File: src/rtl/convert_pkg.sv
// Shared lane-order encodings and the beat-to-lane mapping used by the
// narrow-to-wide converter.
package convert_pkg;

  localparam int unsigned LSB_FIRST = 0;
  localparam int unsigned MSB_FIRST = 1;

  function automatic int unsigned lane_idx(input int unsigned beat,
                                           input int unsigned ratio,
                                           input int unsigned order);
    return (order == MSB_FIRST) ? (ratio - 1 - beat) : beat;
  endfunction

endpackage

File: src/rtl/convert_n_wide_if.sv
// Stream bundle for convert_n_wide: a narrow beat stream in and a wide word
// stream out.
interface convert_n_wide_if #(
  parameter int unsigned IN_W  = 8,
  parameter int unsigned RATIO = 8
);
  localparam int unsigned OUT_W = IN_W * RATIO;

  // Valid/ready: a beat or word moves on a rising edge where valid and ready
  // are both high; the source holds payload steady until that edge, and
  // ready never depends combinationally on valid.
  logic [IN_W-1:0]  i_data;
  logic             i_last;
  logic             i_rval;
  logic             o_rrdy;
  logic [OUT_W-1:0] o_data;
  logic [RATIO-1:0] o_keep;
  logic             o_last;
  logic             o_tval;
  logic             i_trdy;

  modport slave (
    input  i_data, i_last, i_rval, i_trdy,
    output o_rrdy, o_data, o_keep, o_last, o_tval
  );

  modport master (
    output i_data, i_last, i_rval, i_trdy,
    input  o_rrdy, o_data, o_keep, o_last, o_tval
  );

endinterface

File: src/rtl/convert_n_wide.sv
// Packs RATIO narrow beats into one wide word with per-lane keep; i_last closes
// a word early. One accumulator plus one output register, pend on back-pressure.
module convert_n_wide
  import convert_pkg::*;
#(
  parameter int unsigned IN_W      = 8,
  parameter int unsigned RATIO     = 8,
  parameter int unsigned MSB_FIRST = 0
) (
  input logic              clk,
  input logic              reset,
  convert_n_wide_if.slave  bus
);

  localparam int unsigned OUT_W = IN_W * RATIO;
  localparam int unsigned CW    = $clog2(RATIO);

  generate
    if (RATIO < 2 || IN_W < 1) begin : g_bad_params
      $error("convert_n_wide: RATIO must be >= 2 and IN_W >= 1");
    end
  endgenerate

  logic [OUT_W-1:0] acc_data_q, acc_data_d;
  logic [RATIO-1:0] acc_keep_q, acc_keep_d;
  logic             acc_last_q, acc_last_d;
  logic [CW-1:0]    cnt_q, cnt_d;
  logic             pend_q, pend_d;
  logic [OUT_W-1:0] out_data_q, out_data_d;
  logic [RATIO-1:0] out_keep_q, out_keep_d;
  logic             out_last_q, out_last_d;
  logic             out_tval_q, out_tval_d;

  logic             i_xfer, o_xfer, close, out_free;
  logic [CW-1:0]    lane;
  logic [OUT_W-1:0] mrg_data;
  logic [RATIO-1:0] mrg_keep;

  assign i_xfer   = bus.i_rval & ~pend_q;
  assign o_xfer   = out_tval_q & bus.i_trdy;
  assign close    = i_xfer & ((cnt_q == CW'(RATIO - 1)) | bus.i_last);
  assign out_free = ~out_tval_q | bus.i_trdy;
  assign lane     = CW'(lane_idx(32'(cnt_q), RATIO, MSB_FIRST));

  always_comb begin
    mrg_data = acc_data_q;
    mrg_keep = acc_keep_q;
    mrg_data[lane*IN_W +: IN_W] = bus.i_data;
    mrg_keep[lane]              = 1'b1;
  end

  always_comb begin
    acc_data_d = acc_data_q;
    acc_keep_d = acc_keep_q;
    acc_last_d = acc_last_q;
    cnt_d      = cnt_q;
    pend_d     = pend_q;
    out_data_d = out_data_q;
    out_keep_d = out_keep_q;
    out_last_d = out_last_q;
    out_tval_d = out_tval_q;

    if (pend_q) begin
      // Input is blocked while a finished word waits; drain it first.
      if (o_xfer) begin
        out_data_d = acc_data_q;
        out_keep_d = acc_keep_q;
        out_last_d = acc_last_q;
        out_tval_d = 1'b1;
        pend_d     = 1'b0;
        acc_data_d = '0;
        acc_keep_d = '0;
        acc_last_d = 1'b0;
      end
    end else if (close) begin
      cnt_d = '0;
      if (out_free) begin
        out_data_d = mrg_data;
        out_keep_d = mrg_keep;
        out_last_d = bus.i_last;
        out_tval_d = 1'b1;
        acc_data_d = '0;
        acc_keep_d = '0;
        acc_last_d = 1'b0;
      end else begin
        acc_data_d = mrg_data;
        acc_keep_d = mrg_keep;
        acc_last_d = bus.i_last;
        pend_d     = 1'b1;
      end
    end else begin
      if (i_xfer) begin
        acc_data_d = mrg_data;
        acc_keep_d = mrg_keep;
        cnt_d      = cnt_q + 1'b1;
      end
      if (o_xfer) begin
        out_tval_d = 1'b0;
      end
    end
  end

  always_ff @(posedge clk or posedge reset) begin
    if (reset) begin
      acc_data_q <= '0;
      acc_keep_q <= '0;
      acc_last_q <= 1'b0;
      cnt_q      <= '0;
      pend_q     <= 1'b0;
      out_data_q <= '0;
      out_keep_q <= '0;
      out_last_q <= 1'b0;
      out_tval_q <= 1'b0;
    end else begin
      acc_data_q <= acc_data_d;
      acc_keep_q <= acc_keep_d;
      acc_last_q <= acc_last_d;
      cnt_q      <= cnt_d;
      pend_q     <= pend_d;
      out_data_q <= out_data_d;
      out_keep_q <= out_keep_d;
      out_last_q <= out_last_d;
      out_tval_q <= out_tval_d;
    end
  end

  assign bus.o_rrdy = ~pend_q;
  assign bus.o_data = out_data_q;
  assign bus.o_keep = out_keep_q;
  assign bus.o_last = out_last_q;
  assign bus.o_tval = out_tval_q;

endmodule

File: src/flat_wrapper.sv
// flat-port wrapper written by rule: the top's interface ports become plain ports
module convert_n_wide_flat import convert_pkg::*;
#(
  parameter int unsigned IN_W      = 8,
  parameter int unsigned RATIO     = 8,
  parameter int unsigned MSB_FIRST = 0
)
  (clk, reset, bus_i_data, bus_i_last, bus_i_rval, bus_i_trdy, bus_o_rrdy, bus_o_data, bus_o_keep, bus_o_last, bus_o_tval);
  convert_n_wide_if #(.IN_W(IN_W), .RATIO(RATIO)) bus_i ();
  input logic clk;
  input logic reset;
  input wire logic [$bits(bus_i.i_data)-1:0] bus_i_data;
  input wire logic [$bits(bus_i.i_last)-1:0] bus_i_last;
  input wire logic [$bits(bus_i.i_rval)-1:0] bus_i_rval;
  input wire logic [$bits(bus_i.i_trdy)-1:0] bus_i_trdy;
  output wire logic [$bits(bus_i.o_rrdy)-1:0] bus_o_rrdy;
  output wire logic [$bits(bus_i.o_data)-1:0] bus_o_data;
  output wire logic [$bits(bus_i.o_keep)-1:0] bus_o_keep;
  output wire logic [$bits(bus_i.o_last)-1:0] bus_o_last;
  output wire logic [$bits(bus_i.o_tval)-1:0] bus_o_tval;
  assign bus_i.i_data = bus_i_data;
  assign bus_i.i_last = bus_i_last;
  assign bus_i.i_rval = bus_i_rval;
  assign bus_i.i_trdy = bus_i_trdy;
  assign bus_o_rrdy = bus_i.o_rrdy;
  assign bus_o_data = bus_i.o_data;
  assign bus_o_keep = bus_i.o_keep;
  assign bus_o_last = bus_i.o_last;
  assign bus_o_tval = bus_i.o_tval;
  convert_n_wide #(.IN_W(IN_W), .RATIO(RATIO), .MSB_FIRST(MSB_FIRST)) u_core (.clk(clk), .reset(reset), .bus(bus_i));
endmodule
File: config.mk
export PLATFORM = sky130hd
export DESIGN_NAME = convert_n_wide_flat
export DESIGN_NICKNAME = d
export VERILOG_FILES = /design/src/rtl/convert_pkg.sv /design/src/rtl/convert_n_wide_if.sv /design/src/rtl/convert_n_wide.sv /design/src/flat_wrapper.sv
export SDC_FILE = /design/constraint.sdc
export NUM_CORES = 1
export LEC_CHECK = 0
export ABC_CLOCK_PERIOD_IN_PS = 7200
export CORE_MARGIN = 1
export CORE_UTILIZATION = 50
export DETAILED_ROUTE_END_ITERATION = 7
export PLACE_DENSITY_LB_ADDON = 0.08
export SYNTH_ARGS = -nofsm -noshare
export SYNTH_HDL_FRONTEND = slang
export SYNTH_SLANG_ARGS = --single-unit
File: constraint.sdc
create_clock -name clk -period 7.2 [get_ports clk]
set_clock_uncertainty 0.2 [all_clocks]
set_input_delay 1.44 -clock clk [delete_from_list [all_inputs] [get_ports clk]]
set_output_delay 1.44 -clock clk [all_outputs]
set_load 0.03 [all_outputs]
# Yosys cells after proc, flatten, opt, wreduce, memory -nomap -nowiden
# Cells that the tools add are included.
# op_classes
addsub	2
multipliers	0
n_div	0
n_lt_le_gt_ge	2
n_eq_ne	3
shifts	2
n_mux	39
bitwise	8
reduce_logical	11
# op_table
op	n
$mux 64	9
$mux 8	9
$bwmux 64	1
$shift 8x34->64 const A	1
$shiftx 8x34->64	1
$neg 6->34	1
$mux 1	17
$or 8x8->8	1
$reduce_bool 2->1	4
$mux 3	2
$reduce_and 2->1	3
$reduce_and 3->1	2
$lt 3x4->1 const B	1
$add 3x1->3 const B	1
$and 1x1->1	3
$demux 1 s3	1
$eq 3x3->1 const B	1
$ge 3x1->1 const B	1
$ne 3x2->1 const B	1
$reduce_bool 3->1	1
$ne 2x2->1 const B	1
$not 1->1	2
$or 1x1->1	2
$logic_and 1x1->1	1
# totals
reg_bits	151
latchBits	0
ramBits	0
romBits	0
inputBits	13
out_inout_bits	75
word_cells	76
mem_count	0

# Depth between registers and ports, before layout
# depth
depth_word	8
ltp_mapped	10
mapped_depth_nobuf	7

# Worst setup path before layout
# OpenSTA, ideal clock, no wires.
# synth_path
path_type	input to register
start	input bus_i_last
end	register u_core.acc_keep_q[5]
setup_ns	0.095
arrival_time_ns	2.557
required_time_ns	6.905
slack_ns	4.348
stages	7
path_buffers	3
path_cell_list	o21ai_0 a211o_1 buf_4 buf_2 buf_2 nand2_1 o31ai_1
# synth_via
elab_chain_cells	4
elab_cells_between_ends	6
classes_between	mux: 2; bitwise: 2; reduce/logical: 2
# synth_lines
item	line	text
start: declaration	flat_wrapper.sv:13	input wire logic [$bits(bus_i.i_last)-1:0] bus_i_last;
$or 1x1->1 *	convert_n_wide.sv:41	assign close = i_xfer & ((cnt_q == CW'(RATIO - 1)) | bus.i_last);
$and 1x1->1 *	convert_n_wide.sv:41	
$reduce_bool 3->1 (no line) / $mux 8 (equally long branches)	--	
$reduce_and 2->1 (no line) / $mux 8 (equally long branches)	--	
end signal: assignment	convert_n_wide.sv:116	acc_keep_q <= acc_keep_d;
end: declaration	convert_n_wide.sv:25	logic [RATIO-1:0] acc_keep_q, acc_keep_d;
# Every way passes the cells marked *; elsewhere a longest branch is shown, timed or not.
# A chain may end at the register's enable or synchronous reset.

# Final worst setup path
# layout_path
start	input bus_i_last
end	register u_core.out_data_q[10], in the netlist u_core.bus.o_data[10]
# layout_via
elab_chain_cells	4
# layout_lines
item	line	text
$or 1x1->1	convert_n_wide.sv:41	
$and 1x1->1	convert_n_wide.sv:41	
$reduce_bool 2->1 (no line)	--	
$reduce_and 3->1 (no line)	--	
end signal: assignment	convert_n_wide.sv:120	out_data_q <= out_data_d;
end: declaration	convert_n_wide.sv:29	logic [OUT_W-1:0] out_data_q, out_data_d;
# No other way between the ends.

==> metrics.csv <==
metric;value;unit
grt_first_pass_wirelength;24400;um
grt_pass1_vias;4588;
setup_tns;0;ps
synth_flop_cell;dfrtp_1;
place_congestion;0.835;
antenna_found_initial;0;
drt-wirelength-per-cell;17.9;um
h-tree-depth;4;
cts_root_buf;clkbuf_16;
grtUsageTotal;0.240;
worstSetupPathType;input pin to flip-flop;
ys_types;41;
maxCapViolations;0;
async_flop_share;1.00;
synth_common_cells;dfrtp_1, nand2_1, o21ai_0, a22o_1, mux2i_1;
synth_top_area_share;0.575;
worst_pin_slew;1080;ps
synth_most_common_cell;dfrtp_1;
cts.sinks;151;
syn_area;6570;um^2
cts_made_buffers;17;
rsz0062_at_grt;false;
num_rows;41;
port_buffers;87;
drc;0;
slew_headroom;0.282;
drt_iter0_drc;291;
grt_overflow;0;
synth_warnings;0;
cp.required;7270;ps
vias;4688;
cp.arrival;3920;ps
ir_drop;0.194;mV
worstPathMaxFanout;76;
die-area;13600;um^2
ys_seq_elements;151;
syn_inst;582;
worstSkewPairLatency;420;ps
endpoint;u_core.bus.o_data[10];
maxSlewViolCount;0;
power.leakage;3.69;nW
post-dp-hpwl;9550;um
avgViaCountPerCell;5.66;
start_util;0.517;
timing.final.crit_share;0.535;
die_w;117;um
tritoncts;done;
r2r_end;u_core.bus.o_data[17];
grt_max_degree;78;
core_area;12700;um^2
drive_above_1_share;0.0746;
outcome;finished clean;
finalSetupViolations;0;
finalHoldViolations;0;
post_cts_buffers;0;
synth_largest_area_cell;dfrtp_1;
reg2reg_slack;3740;ps
totalWireLength;14800;um
nFillCells;1106;
die_h;117;um
ctsHoldBuffers;0;
syn_to_final_growth;22.3;%
critPathLaunchType;input pin;
cts_resized;0;
synthesis.nets;600;
dp_slack;2930;ps
synth_area_per_cell;11.3;um^2
synth-edff-count;0;
fin_util;0.632;
io_pins;88;
hold_class;flip-flop to flip-flop;
nNetsFinal;665;
yosysSeqAreaShare;0.575;
cts_buffer_depth;2;
critPathLaunch;bus_i_last;
timing.hold.ws;276;ps
crit_path_end_kind;flip-flop;
min_period;3850;ps
fin_ws;3350;ps
num_antenna_cells;0;
first_pass_iters;5;
synthTopCellsByArea;dfrtp_1, mux2i_1, a22o_1;
timing.rr.start;u_core.cnt_q[0];
powerDensity;376;nW/um^2
ant_nets;0;
ff2ff_path_depth;7;
clkTransAtPathRegs;50;ps
fmax;260;MHz
## worst max-delay path: stages
cell	delay, ps
clkdlybuf4s50_1	480
o21ai_0	500
a211o_4	620
buf_4	620
o21ai_0	190
## routing by layer
metal | routed length, um | GRT usage
met5 | 0 | 0
met4 | 214 | 0.0869
met3 | 579 | 0.0436
met2 | 6830 | 0.363
met1 | 7200 | 0.347
## area by class of cell
cell class / count / area [um^2] / share of cell area
multi-input combinational: 381 / 2580 / 0.321
sequential: 151 / 3780 / 0.470
timing repair buffer: 89 / 886 / 0.110
inverter: 7 / 31.3 / 0.00389
tap: 172 / 215 / 0.0268
clock buffer: 26 / 529 / 0.0659
clock inverter: 3 / 15.0 / 0.00187
## power by group
group / switching [mW] / internal [mW]
logic: 0.699 / 0.381
registers: 0.128 / 1.00
clock network: 0.316 / 0.497
## stage by stage
stage	std cells	power, mW	area [um^2]
floorplan	582	1.87	6570
global placement	800	2.20	7490
detailed placement	800	2.22	7490
CTS	829	3.04	8040
global route	829	3.19	8040
finish	829	3.02	8040
## placed cells by master (no fill, tap or decap), drive strengths merged, types with 7 or more instances in the layout
cell type / count
dfrtp: 151
clkdlybuf4s50: 87
o21ai: 85
nand2: 80
a22o: 66
mux2i: 65
clkbuf: 26
nor2: 15
nor2b: 10
and2: 10
nor3: 10
inv: 7
## state kept, by name, summed over array words and instances (netlist names)
register	count
u_core.acc_keep_q	8
u_core.bus.o_tval	1
u_core.bus.o_keep	8
u_core.bus.o_last	1
u_core.acc_last_q	1
u_core.pend_q	1
u_core.acc_data_q	64
u_core.bus.o_data	64
u_core.cnt_q	3
## kinds of logic (layout without fill, tap and decap cells)
family | after synthesis | after routing | synth area share
DFF | 151 | 151 | 0.575
and+or+nand+nor | 138 | 138 | 0.101
buffers and inverters | 50 | 125 | 0.0337
muxes | 66 | 66 | 0.101
AOI/OAI and AO/OA | 172 | 172 | 0.181
adders and majority gates | 5 | 5 | 0.00952
## worst min-delay path by stage
stage                     depth (start not counted)               endpoint                  start
after floorplan                                   2   u_core.acc_keep_q[5]   u_core.acc_keep_q[5]
after CTS                                         2  u_core.bus.o_data[20]  u_core.bus.o_data[20]
after global routing                              2  u_core.bus.o_data[29]  u_core.bus.o_data[29]
after global placement                            2   u_core.bus.o_keep[0]   u_core.bus.o_keep[0]
after detailed placement                          2   u_core.bus.o_keep[0]   u_core.bus.o_keep[0]
final                                             2  u_core.bus.o_data[17]  u_core.bus.o_data[17]
Note: power is estimated with default switching activity, not from simulation.
